## config.mk

```make
export PLATFORM = sky130hd
export DESIGN_NAME = main_fsm
export DESIGN_NICKNAME = d
export VERILOG_FILES = /design/src/rtl/main_ctrl_pkg.sv /design/src/rtl/main_fsm_outdec.sv /design/src/rtl/main_fsm.sv
export SDC_FILE = /design/constraint.sdc
export NUM_CORES = 1
export LEC_CHECK = 0
export CAP_MARGIN = 30
export CORE_AREA = 2 2 40 42
export CTS_CLUSTER_DIAMETER = 60
export CTS_CLUSTER_SIZE = 30
export DETAILED_ROUTE_END_ITERATION = 8
export DIE_AREA = 0 0 42 44
export GPL_TIMING_DRIVEN = 0
export PLACE_DENSITY_LB_ADDON = 0.08
export SYNTH_ARGS = -nofsm -noshare
export SYNTH_HDL_FRONTEND = slang
export SYNTH_SLANG_ARGS = --single-unit
```

## constraint.sdc

```tcl
create_clock -name clk -period 1.1 [get_ports clk]
set_input_delay 0.165 -clock clk [delete_from_list [all_inputs] [get_ports clk]]
set_output_delay 0.165 -clock clk [all_outputs]
set_load 0.02 [all_outputs]
```

## src/rtl/main_ctrl_pkg.sv

```systemverilog
// Shared encodings for the multicycle ARM main controller: states, mux selects,
// opcode classes and the decoded control word.
package main_ctrl_pkg;

   localparam int unsigned STATE_ENC_W = 4;

   typedef enum logic [STATE_ENC_W-1:0] {
      S_FETCH    = 4'd0,
      S_DECODE   = 4'd1,
      S_MEMADR   = 4'd2,
      S_MEMRD    = 4'd3,
      S_MEMWB    = 4'd4,
      S_MEMWR    = 4'd5,
      S_EXECUTER = 4'd6,
      S_EXECUTEI = 4'd7,
      S_ALUWB    = 4'd8,
      S_BRANCH   = 4'd9
   } state_e;

   localparam logic [1:0] SRCA_REG   = 2'b00;
   localparam logic [1:0] SRCA_PC    = 2'b01;

   localparam logic [1:0] SRCB_WD    = 2'b00;
   localparam logic [1:0] SRCB_IMM   = 2'b01;
   localparam logic [1:0] SRCB_FOUR  = 2'b10;

   localparam logic [1:0] RES_ALUOUT = 2'b00;
   localparam logic [1:0] RES_DATA   = 2'b01;
   localparam logic [1:0] RES_ALURES = 2'b10;

   localparam logic [1:0] OP_DP      = 2'b00;
   localparam logic [1:0] OP_MEM     = 2'b01;
   localparam logic [1:0] OP_BR      = 2'b10;
   localparam logic [1:0] OP_UNDEF   = 2'b11;

   // Raw per-state control word; irwrite/nextpc are still ungated by mem_ready.
   typedef struct packed {
      logic       irwrite;
      logic       nextpc;
      logic       branch;
      logic       regw;
      logic       memw;
      logic       adrsrc;
      logic [1:0] alusrca;
      logic [1:0] alusrcb;
      logic [1:0] resultsrc;
      logic       aluop;
   } ctrl_t;

endpackage

```

## src/rtl/main_fsm_outdec.sv

```systemverilog
// Purely combinational state -> control-word decoder; unknown encodings give all zeros.
module main_fsm_outdec
   import main_ctrl_pkg::*;
#(
   parameter int unsigned STATE_W = 4
) (
   input  logic [STATE_W-1:0] state_i,
   output ctrl_t              ctrl_o
);

   always_comb begin
      ctrl_o = '0;
      case (state_i)
         STATE_W'(S_FETCH): begin
            ctrl_o.irwrite   = 1'b1;
            ctrl_o.nextpc    = 1'b1;
            ctrl_o.alusrca   = SRCA_PC;
            ctrl_o.alusrcb   = SRCB_FOUR;
            ctrl_o.resultsrc = RES_ALURES;
         end
         STATE_W'(S_DECODE): begin
            ctrl_o.alusrca   = SRCA_PC;
            ctrl_o.alusrcb   = SRCB_FOUR;
            ctrl_o.resultsrc = RES_ALURES;
         end
         STATE_W'(S_MEMADR): begin
            ctrl_o.alusrca   = SRCA_REG;
            ctrl_o.alusrcb   = SRCB_IMM;
         end
         STATE_W'(S_MEMRD): begin
            ctrl_o.adrsrc    = 1'b1;
            ctrl_o.resultsrc = RES_ALUOUT;
         end
         STATE_W'(S_MEMWB): begin
            ctrl_o.resultsrc = RES_DATA;
            ctrl_o.regw      = 1'b1;
         end
         STATE_W'(S_MEMWR): begin
            ctrl_o.adrsrc    = 1'b1;
            ctrl_o.memw      = 1'b1;
         end
         STATE_W'(S_EXECUTER): begin
            ctrl_o.alusrca   = SRCA_REG;
            ctrl_o.alusrcb   = SRCB_WD;
            ctrl_o.aluop     = 1'b1;
         end
         STATE_W'(S_EXECUTEI): begin
            ctrl_o.alusrca   = SRCA_REG;
            ctrl_o.alusrcb   = SRCB_IMM;
            ctrl_o.aluop     = 1'b1;
         end
         STATE_W'(S_ALUWB): begin
            ctrl_o.resultsrc = RES_ALUOUT;
            ctrl_o.regw      = 1'b1;
         end
         STATE_W'(S_BRANCH): begin
            ctrl_o.alusrca   = SRCA_REG;
            ctrl_o.alusrcb   = SRCB_IMM;
            ctrl_o.resultsrc = RES_ALURES;
            ctrl_o.branch    = 1'b1;
         end
         default: ctrl_o = '0;
      endcase
   end

endmodule

```

## src/rtl/main_fsm.sv

```systemverilog
// Multicycle ARM main controller: state register, next-state logic and
// mem_ready/reset gating of the decoded control word.
module main_fsm
   import main_ctrl_pkg::*;
#(
   parameter int unsigned STATE_W = 4
) (
   input  logic       clk,
   input  logic       reset,
   input  logic [1:0] Op,
   input  logic [5:0] Funct,
   input  logic       mem_ready,
   output logic       IRWrite,
   output logic       NextPC,
   output logic       Branch,
   output logic       RegW,
   output logic       MemW,
   output logic       AdrSrc,
   output logic [1:0] ALUSrcA,
   output logic [1:0] ALUSrcB,
   output logic [1:0] ResultSrc,
   output logic       ALUOp,
   output logic       illegal_op
);

   logic [STATE_W-1:0] state_q;
   logic [STATE_W-1:0] state_d;
   logic [STATE_W-1:0] dec_state;
   ctrl_t              ctrl;
   logic [3:0]         unused_funct;

   assign unused_funct = Funct[4:1];

   always_ff @(posedge clk) begin
      if (reset) state_q <= STATE_W'(S_FETCH);
      else       state_q <= state_d;
   end

   always_comb begin
      state_d = STATE_W'(S_FETCH);
      case (state_q)
         STATE_W'(S_FETCH):    state_d = mem_ready ? STATE_W'(S_DECODE) : state_q;
         STATE_W'(S_DECODE): begin
            case (Op)
               OP_MEM:  state_d = STATE_W'(S_MEMADR);
               OP_DP:   state_d = Funct[5] ? STATE_W'(S_EXECUTEI) : STATE_W'(S_EXECUTER);
               OP_BR:   state_d = STATE_W'(S_BRANCH);
               default: state_d = STATE_W'(S_FETCH);
            endcase
         end
         STATE_W'(S_MEMADR):   state_d = Funct[0] ? STATE_W'(S_MEMRD) : STATE_W'(S_MEMWR);
         STATE_W'(S_MEMRD):    state_d = mem_ready ? STATE_W'(S_MEMWB) : state_q;
         STATE_W'(S_MEMWB):    state_d = STATE_W'(S_FETCH);
         STATE_W'(S_MEMWR):    state_d = mem_ready ? STATE_W'(S_FETCH) : state_q;
         STATE_W'(S_EXECUTER): state_d = STATE_W'(S_ALUWB);
         STATE_W'(S_EXECUTEI): state_d = STATE_W'(S_ALUWB);
         STATE_W'(S_ALUWB):    state_d = STATE_W'(S_FETCH);
         STATE_W'(S_BRANCH):   state_d = STATE_W'(S_FETCH);
         default:              state_d = STATE_W'(S_FETCH);
      endcase
   end

   // Reset presents the FETCH selects; the only FETCH strobes are then masked below.
   assign dec_state = reset ? STATE_W'(S_FETCH) : state_q;

   main_fsm_outdec #(
      .STATE_W (STATE_W)
   ) u_outdec (
      .state_i (dec_state),
      .ctrl_o  (ctrl)
   );

   assign IRWrite    = ctrl.irwrite & mem_ready & ~reset;
   assign NextPC     = ctrl.nextpc  & mem_ready & ~reset;
   assign Branch     = ctrl.branch;
   assign RegW       = ctrl.regw;
   assign MemW       = ctrl.memw;
   assign AdrSrc     = ctrl.adrsrc;
   assign ALUSrcA    = ctrl.alusrca;
   assign ALUSrcB    = ctrl.alusrcb;
   assign ResultSrc  = ctrl.resultsrc;
   assign ALUOp      = ctrl.aluop;
   assign illegal_op = ~reset & (state_q == STATE_W'(S_DECODE)) & (Op == OP_UNDEF);

endmodule

```

## After elaboration in Yosys (flattened, before gate mapping)

Cells that the tools add are included.

- Bits in registers: 4
- Bits in latches: 0
- RAM bits: 0
- Memory bits (read-only): 0
- Output and inout port bits: 14
- Logic and storage cells: 56
- Memories: 0

- Add/subtract/negate cells: 0
- Multipliers: 0
- Div/mod/pow operators: 0
- $lt $le $gt $ge: 0
- Equal/unequal tests: 21
- Shift operators: 0
- Multiplexer cells: 16
- Bitwise gates (word level): 7
- Reductions and logical operators: 11

Operators by type and width:

| operator | number |
|---|---|
| $eq A4 B3 Y1 const B | 7 |
| $pmux W4 S6 | 1 |
| $eq A4 B2 Y1 const B | 4 |
| $mux W4 | 4 |
| $pmux W4 S3 | 1 |
| $reduce_or A2 Y1 | 5 |
| $eq A4 B1 Y1 const B | 2 |
| $eq A4 B4 Y1 const B | 2 |
| $logic_not A4 Y1 | 2 |
| $and A1 B1 Y1 | 6 |
| $mux W1 | 6 |
| $ne A2 B2 Y1 const B | 3 |
| $pmux W3 S2 | 1 |
| $reduce_or A3 Y1 | 2 |
| $eq A2 B2 Y1 const B | 2 |
| $pmux W2 S2 | 1 |
| $mux W3 | 1 |
| $reduce_and A3 Y1 | 1 |
| $eq A2 B1 Y1 const B | 1 |
| $logic_not A2 Y1 | 1 |
| $mux W2 | 1 |
| $not A1 Y1 | 1 |

## Depth between registers and ports, before layout

Gate-level depths: netlist of run 1.

- Depth after elaboration: 5
- Gate-level depth with buffers: 4

## Modules after synthesis

Synthesis of run 1 repeated with hierarchy kept, for this count alone.

- Cell total of the unflattened synthesis: 64
- Area, all modules: 523.0 um2

Modules (own cells, without submodules):

| module | times used | cells each | area each (um2) | sequential area each (um2) |
|---|---|---|---|---|
| main_fsm | 1 | 42 | 355.3 | 80.1 |
| main_fsm_outdec | 1 | 22 | 167.7 | 0.0 |

## Worst setup path before layout of run 1

Ideal clock, no wire load.

- Path kind: flip-flop to output port
- Start point: register state_q[3]
- End point: output port ResultSrc[0]
- Arrival: 1.185 ns
- Slack: -0.250 ns
- Cell stages (with the launch flop): 5
- Buffers on the path: 1
- Path through: dfxtp_1 > buf_2 > nor2_1 > nand2_1 > nor3_1

- Word-level cells in the longest chain between the ends: 4

RTL lines:

| element | line | RTL |
|---|---|---|
| from (decl) | main_fsm.sv:26 | `logic [STATE_W-1:0] state_q;` |
| from (signal assigned) | main_fsm.sv:35 | `if (reset) state_q <= STATE_W'(S_FETCH);` |
| from (signal assigned) | main_fsm.sv:36 | `else state_q <= state_d;` |
| $mux W4 (*) | main_fsm.sv:64 | `assign dec_state = reset ? STATE_W'(S_FETCH) : state_q;` |
| $eq A4 B1 Y1 (tied with other cells) | main_fsm_outdec.sv:13 | `case (state_i)` |
| $reduce_or A3 Y1 (no line) | - |  |
| $pmux W2 S2 (*) | main_fsm_outdec.sv:13 |  |
| to (decl) | main_fsm.sv:21 | `output logic [1:0] ResultSrc,` |

Mark *: on every way between the ends. The rest lies on a longest branch, timed or not.

## Worst setup path after layout of run 1

- Start point: register state_q[1]
- End point: output port ALUSrcB[1]

- Word-level cells in the longest chain between the ends: 4

RTL lines:

| element | line | RTL |
|---|---|---|
| $mux W4 (*) | main_fsm.sv:64 |  |
| $eq A4 B2 Y1 (tied with other cells) | main_fsm_outdec.sv:13 |  |
| $reduce_or A3 Y1 (no line) or $reduce_or A2 Y1 (tied branches) | - |  |
| $pmux W3 S2 (*) | main_fsm_outdec.sv:13 |  |
| to (decl) | main_fsm.sv:20 | `output logic [1:0] ALUSrcB,` |

Marks and branches as above.

==> results of run 1 <==
==> per-layer routing <==
metal	track usage (%)	vias up	share of wire [%]
met5	0	-	0
met4	5.81	0	0
met3	0	0	1.3
met2	30.3	5	56
met1	19.8	260	43
li1	-	275	-
==> worst max-delay path by stage <==
| stage | start | to | slack [ps] | cells after the start |
|---|---|---|---|---|
| 2_1_floorplan | state_q[3]$_SDFFE_PP0P_ | NextPC | -90 | 4 |
| 3_3_place_gp | mem_ready | NextPC | -710 | 4 |
| 3_5_place_dp | mem_ready | NextPC | -700 | 4 |
| 4_1_cts | state_q[3]$_SDFFE_PP0P_ | NextPC | -340 | 5 |
| 5_1_grt | state_q[3]$_SDFFE_PP0P_ | NextPC | -380 | 5 |
| 6_report | state_q[1]$_SDFFE_PP0P_ | ALUSrcB[1] | -340 | 5 |
==> per-stage QoR <==
| stage | setup WS, ps | setup TNS, ps | std cells |
|---|---|---|---|
| 4_1_cts | -335 | -3440 | 109 |
| 2_1_floorplan | -87.9 | -337 | 58 |
| 6_report | -338 | -3570 | 112 |
| 5_1_grt | -379 | -4370 | 112 |
| 3_5_place_dp | -704 | -7820 | 92 |
| 3_3_place_gp | -706 | -7780 | 92 |
==> timing repair <==
| item | CTS | global route |
|---|---|---|
| hold buffers | 0 | 0 |
| setup buffers | 12 | 3 |
| setup endpoints to repair | 14 | 17 |
| cloned | 1 | 0 |
| pin swaps | 9 | 10 |
| gates resized for setup | 87 | 18 |
==> cell families after synthesis <==
kind of cell    after synthesis
mux                           2
flops                         4
buf+inv                      11
compound gates               11
simple gates                 27
xor+xnor                      2
other cells                   1
==> power by group <==
group / leakage (nW) / internal (mW) / switching (mW) / total, mW
sequential: 0.0353 / 0.155 / 0.0179 / 0.173
combinational: 0.354 / 0.216 / 0.162 / 0.379
clock: 0.0150 / 0.136 / 0.0613 / 0.197
==> final cells by class <==
| class | instances | area (µm²) | area share [%] |
|---|---|---|---|
| well taps | 16 | 20.0 | 2.12 |
| plain buffers | 8 | 86.3 | 9.16 |
| multi-input cells | 43 | 380 | 40.4 |
| clock buffers | 4 | 26.3 | 2.79 |
| repair buffers | 34 | 325 | 34.5 |
| inverters | 3 | 11.3 | 1.20 |
| flip-flops and latches | 4 | 92.6 | 9.83 |
==> cells in the mapped netlist, drive strengths merged, types with 2 or more instances <==
cell type / count
and3: 3
buf: 7
dfxtp: 4
inv: 3
mux2i: 2
nor2: 8
nor2b: 3
nor3: 5
o21ai: 2
o22ai: 2
o31a: 2
or2: 2
==> qor.txt, run 1 <==
Status: finished, violations left
Failing checks: negative setup slack
Root buf cell: clkbuf_4
Number of antenna diodes: 0
Hold path start: mem_ready
Worst hold path endpoint: state_q[0]$_SDFFE_PP0P_
Final setup margin: -338 ps
Largest net degree at the start of global routing: 10
Main combinational cell family by area after synthesis: simple AND/OR/NAND/NOR gates
CP Data Required Time: 940 ps
Initial antenna violation count: 0
Mapped Area: 437 µm²
Ys Warns: 0
Reg2reg end: state_q[2]$_SDFFE_PP0P_
WP data arrival: 1270 ps
Port Buffers: 18
Mapped Nets: 69
Mux share of post-synthesis cell area: 4.58%
Fraction of layout cells with a size suffix above 1: 69.8%
LEAKAGE: 0.404 nW
Vias/cell: 4.82
Vias in the first global route: 469
CP max FO: 8
Reg2reg path depth: 3
Most flop-heavy register: state_q
Hold path depth: 2
CP Cell Sequence: buf_8 > nor3_1 > or2_4 > buf_6 > buf_6
Slew @ Worst Pin: 572 ps
TritonCTS clock tree: built
CP Class: reg -> out
Antenna viol nets, final: 0
Die X: 42 µm
Xor/xnor share of the synthesized area: 4.01%
Fraction of the mapped netlist area in simple logic gates: 37.8%
Rows: 14
CTS Buf Count: 3
CORE AREA: 1420 µm²
Final period util: 131%
Area of the die: 1850 µm²
R2R Setup Slk: -80 ps
Initial Util: 30.8%
Fmax: 695 MHz
Nets: 108
Post-layout util: 66.4%
Max Cap Viol: 0
Worst min-delay path category: in -> reg
Sequential area share after synthesis: 18.3%
Synth Instances: 58
Htree depth: 1
Synth area leaders: dfxtp_1 (18%), buf_4 (6.9%), nor2_1 (6.9%)
CTS clk-pin slew, worst paths: 40 ps
RSZ-0062 raised after global routing: true
First-pass GRT wire length: 2.24 mm
Wirelength per Cell: 13.2 µm
Area leader, netlist: dfxtp_1
Minimum clock period: 1440 ps
Hold_ws: 431 ps
RePlAce Congestion: 0.786
Post-synth EDFFs: 0
Most used cell, CP: buf_6
Cell area after layout: 942 µm²
VDD IR max: 660 µV
Register bit total from synthesis: 4
Power after layout: 750 µW
Area after DPL: 678 µm²
Final Hold Fails: 0
Most frequent cells in the layout: buf_6 (17), buf_4 (14), nor2_1 (4), clkbuf_4 (4), clkdlybuf4s50_1 (4)
Commonest non-fill, non-tap cell in the layout: buf_6
Iter 0 DRT Violations: 6
Regs by FF count: state_q: 4 flops
Unique masters post-synth: 35
Grt total ovfl: 0
I/O Pins: 25
Area grow syn2layout: 116%
Syn avg cell area: 7.53 µm²
Ys async rst share: 0%
Relative slew slack: 61.9%
Die extent in y: 44 µm
Vias: 540
Clk sinks: 4
Drt pass-1 iters: 2
Startpoint types: flip-flop
Synth Area in Adders: 0%
DRC: 0
Clock insertion delay at the later pin of the skew report: 240 ps
Compound-cell area share of the yosys netlist: 19.2%
Slew Limit Fails: 0
Routed wire length: 1.48 mm
Yosys top cell area share: 18.3%
Ys flop type: dfxtp_1
GRT Overall Usage: 16.1%
Final HPWL DP: 837 µm
Max Root-Sink Buffers: 2
CP max-delay cell: dfxtp_4
Power density over cell area: 796 nW/µm²
Clock Skews: 9.99 ps
Cell family with most CP delay: flip-flops
Setup-failing EPs final: 16
Highest cell delay on the worst timing path: 390 ps
FF-to-FF Start: state_q[1]$_SDFFE_PP0P_
# fillers: 120
Crit. End Element: output port
Crit path buffers/inverters: 3
Max FFs per register: 4
No activity file was read; power rests on OpenSTA's default activity.
==> inputs of run 2 (changes only) <==
CORE_AREA = 2 2 39 41   (was 2 2 40 42)
DIE_AREA = 0 0 41 43   (was 0 0 42 44)
DONT_BUFFER_PORTS = 1   (was default)
==> qor.txt, run 2 (synthesis gave the netlist of run 1 again) <==
Power density over cell area: 914 nW/µm²
Slew @ Worst Pin: 595 ps
Cts hold-fix bufs: 0
Clock insertion delay at the later pin of the skew report: 240 ps
Worst min-delay path category: in -> reg
Routed wire length: 1.28 mm
LEAKAGE: 0.291 nW
CP max-delay cell: dfxtp_2
VDD IR max: 549 µV
GRT Overall Usage: 15.2%
Die X: 41 µm
Die extent in y: 43 µm
Max Root-Sink Buffers: 2
Clock Skews: 5.63 ps
Max FFs per register: 4
Root buf cell: clkbuf_4
Most used cell, CP: buf_6
Antenna viol nets, final: 0
Slew Limit Fails: 0
Power after layout: 689 µW
Setup-failing EPs final: 15
Clk sinks: 4
Status: finished, violations left
CP Cell Sequence: buf_6 > nor3_4 > and3_4 > buf_6
Initial Util: 31.6%
DRC: 0
First-pass GRT wire length: 1.84 mm
Nets: 86
WP data arrival: 1250 ps
Fmax: 705 MHz
Initial antenna violation count: 0
RePlAce Congestion: 0.761
Max Cap Viol: 0
Drt pass-1 iters: 4
Largest net degree at the start of global routing: 11
CTS Buf Count: 3
Relative slew slack: 60.3%
CORE AREA: 1380 µm²
Most frequent cells in the layout: buf_6 (7), buf_4 (7), nor2_1 (4)
CP max FO: 5
Post-layout util: 54.5%
Highest cell delay on the worst timing path: 320 ps
Startpoint types: flip-flop
Final setup margin: -319 ps
Vias: 467
TritonCTS clock tree: built
Area grow syn2layout: 72.8%
Most flop-heavy register: state_q
Wirelength per Cell: 14.2 µm
Final HPWL DP: 791 µm
Fraction of layout cells with a size suffix above 1: 63.5%
Grt total ovfl: 0
CP Data Required Time: 940 ps
CTS clk-pin slew, worst paths: 40 ps
Vias in the first global route: 426
Regs by FF count: state_q: 4 flops
Port Buffers: 0
CP Class: reg -> out
Htree depth: 1
# fillers: 139
Number of antenna diodes: 0
Worst slack at placement: -201 ps
Crit. End Element: output port
Final Hold Fails: 0
Vias/cell: 5.19
Rows: 14
I/O Pins: 25
Final period util: 129%
Minimum clock period: 1420 ps
Failing checks: negative setup slack
RSZ-0062 raised after global routing: true
Iter 0 DRT Violations: 13
Area of the die: 1760 µm²
-- run 2: path summary, 6_finish.rpt --
path,cells after the start,slack [ps],startpoint,to
setup reg to reg,5,-50,state_q[1]$_SDFFE_PP0P_,state_q[1]$_SDFFE_PP0P_
hold / removal,1,50,mem_ready,state_q[0]$_SDFFE_PP0P_
hold reg to reg,2,650,state_q[3]$_SDFFE_PP0P_,state_q[1]$_SDFFE_PP0P_
setup / recovery,4,-320,state_q[3]$_SDFFE_PP0P_,NextPC
-- run 2: metrics by stage --
stage                     cells  hold slack [ps]  cell area, µm²  TNS (ps)
after floorplan              58              279             478      -337
after global placement       74              304             498     -1220
after detailed placement     74              304             498     -1160
after CTS                    85             35.6             664     -3160
after global routing         90             30.3             754     -3880
final                        90             46.3             754     -3110
-- run 2: per-layer routing --
layer,share of wire [%],vias to the layer above,global-route usage [%]
met1,41,219,19.2
met4,0,0,8.00
met5,0,-,0
met2,55,12,23.1
li1,-,236,-
met3,4.1,0,3.14
-- run 2: report_power, final --
group	switching, mW	total [mW]	leakage, nW	internal (mW)
clock network	0.0613	0.198	0.0150	0.136
logic	0.152	0.320	0.241	0.169
registers	0.0162	0.171	0.0353	0.155
-- run 2: repair_timing --
action / in CTS / in global routing
pin swaps: 6 / 1
setup endpoints to repair: 14 / 15
gates resized for setup: 24 / 10
gates cloned: 1 / 1
setup buffers: 6 / 4
-- run 2: critical path: cells and delay by family (launching register included) --
family | cells | cell delay (ps)
simple gates | 2 | 450
flops | 1 | 320
buf+inv | 2 | 250
-- run 2: area by class of cell --
class | instances | area [µm²] | share of cell area [%]
Sequential cell | 4 | 92.6 | 12.3
Clock buffer | 4 | 26.3 | 3.48
Multi-Input combinational cell | 43 | 394 | 52.2
Tap cell | 16 | 20.0 | 2.65
Timing Repair Buffer | 12 | 120 | 15.9
Inverter | 3 | 11.3 | 1.49
Buffer | 8 | 90.1 | 11.9
==> inputs of run 3 (changes only) <==
CORE_AREA = 4 4 41 43   (was 2 2 39 41)
DIE_AREA = 0 0 45 47   (was 0 0 41 43)
==> qor.txt, run 3 (synthesis gave the netlist of run 1 again) <==
Relative slew slack: 57.2%
Initial antenna violation count: 0
Regs by FF count: state_q: 4 flops
Worst slack at placement: -200 ps
Wirelength per Cell: 14.5 µm
Minimum clock period: 1420 ps
WP data arrival: 1260 ps
DRC: 0
Failing checks: negative setup slack
Slew Limit Fails: 0
Commonest non-fill, non-tap cell in the layout: buf_4
Fraction of layout cells with a size suffix above 1: 65.8%
Root buf cell: clkbuf_4
Vias: 471
Met2 Use GR: 23.7%
Status: finished, violations left
VDD IR max: 420 µV
CTS clk-pin slew, worst paths: 40 ps
# fillers: 128
Largest net degree at the start of global routing: 11
RSZ-0062 raised after global routing: true
Met3 GRT Util: 2.68%
Fmax: 703 MHz
Area grow syn2layout: 68.2%
CORE AREA: 1300 µm²
CP max FO: 5
Worst min-delay path category: in -> reg
CP Cell Sequence: buf_6 > nor3_4 > and3_4 > buf_6
Startpoint types: flip-flop
Reg power frac: 26.1%
Cell area after layout: 734 µm²
Cell family with most CP delay: simple AND/OR/NAND/NOR gates
Most flop-heavy register: state_q
Post-layout util: 56.4%
Final period util: 129%
CP Class: reg -> out
GR Layer Usage met1: 15.1%
Max Root-Sink Buffers: 2
Initial Util: 33.6%
First-pass GRT wire length: 2.04 mm
Nets: 88
Clock Skews: 6.93 ps
Rows: 13
Hold_ws: 42.4 ps
Sw Share: 33.7%
Drt pass-1 iters: 4
FF/Latch Area: 90.1 µm²
Die X: 45 µm
Htree depth: 1
I/O Pins: 25
Most used cell, CP: buf_6
GRT Overall Usage: 13.2%
Iter 0 DRT Violations: 11
Setup-failing EPs final: 15
Combinational share of power: 43.4%
CTS Buf Count: 3
Area after DPL: 497 µm²
Antenna viol nets, final: 0
Clock insertion delay at the later pin of the skew report: 240 ps
Highest cell delay on the worst timing path: 320 ps
Vias in the first global route: 444
Most frequent cells in the layout: buf_4 (13), buf_6 (6), nor2_1 (5)
Final HPWL DP: 814 µm
Area of the multi-input gates: 389 µm²
Max Cap Viol: 0
Clk sinks: 4
Final setup margin: -322 ps
Busiest grt layer: met2
Max FFs per register: 4
LEAKAGE: 0.289 nW
Die extent in y: 47 µm
Power density over cell area: 886 nW/µm²
RePlAce Congestion: 0.717
Clk network pwr share: 30.5%
Final Hold Fails: 0
Routed wire length: 1.32 mm
Power Internal: 431 µW
Area of the die: 2120 µm²
Port Buffers: 0
Crit. End Element: output port
Number of antenna diodes: 0
Vias/cell: 5.18
TritonCTS clock tree: built
Crit path buffers/inverters: 2
Slew @ Worst Pin: 642 ps
P_sw: 220 µW
Grt total ovfl: 0
CP max-delay cell: dfxtp_2
CP Data Required Time: 940 ps
[run 3: cell count changes in the layout (fill, tap and decap cells not counted), sizes merged]
cell    previous run  this run
clkbuf             6         5
buf               18        21
[run 3: through the flow]
step	std cells	TNS [ps]	total power, mW
floorplan	58	-337	0.338
global placement	73	-1150	0.365
detailed placement	73	-1090	0.364
CTS	83	-3180	0.614
global route	91	-4020	0.692
finish	91	-3120	0.651
[run 3: routing by layer]
metal | up-vias | wire [µm] | part of all wire [%]
li1 | 239 | - | -
met1 | 221 | 554 | 42
met2 | 11 | 703 | 53
met3 | 0 | 66 | 5.0
met4 | 0 | 0 | 0
met5 | - | 0 | 0
[run 3: worst reg2reg max path: stages, from the launching register on]
cell	delay, ps
dfxtp_4	350
buf_8	130
buf_4	140
nor2_1	120
a32oi_1	120
nor3_1	170
[run 3: final cells by class]
class	count	area share, %
multi-input cells	43	53.0
repair buffers	14	15.3
flip-flops and latches	4	12.3
plain buffers	8	11.8
clock buffers	4	3.58
well taps	15	2.56
inverters	3	1.53
[run 3: worst paths after layout]
check                          startpoint                       to  slack [ps]  cells past startpoint
setup / recovery  state_q[3]$_SDFFE_PP0P_                   NextPC        -320                      4
hold / removal                  mem_ready  state_q[0]$_SDFFE_PP0P_          40                      1
setup reg to reg  state_q[2]$_SDFFE_PP0P_  state_q[3]$_SDFFE_PP0P_         -20                      5
hold reg to reg   state_q[1]$_SDFFE_PP0P_  state_q[0]$_SDFFE_PP0P_         640                      2
[run 3: timing repair]
action | CTS | global route
pin swaps | 4 | 4
resized for setup | 20 | 11
setup buffers | 5 | 8
hold buffers | 0 | 0
cloned | 1 | 0
endpoints found under the setup margin | 13 | 15
[run 3: power groups by stage]
| stage | Clock, mW | Combinational, mW | Sequential, mW |
|---|---|---|---|
| 3_3_place_gp | 0 | 0.194 | 0.170 |
| 3_5_place_dp | 0 | 0.194 | 0.170 |
| 5_1_grt | 0.218 | 0.303 | 0.171 |
| 2_1_floorplan | 0 | 0.170 | 0.168 |
| 4_1_cts | 0.211 | 0.232 | 0.171 |
| 6_report | 0.199 | 0.282 | 0.170 |
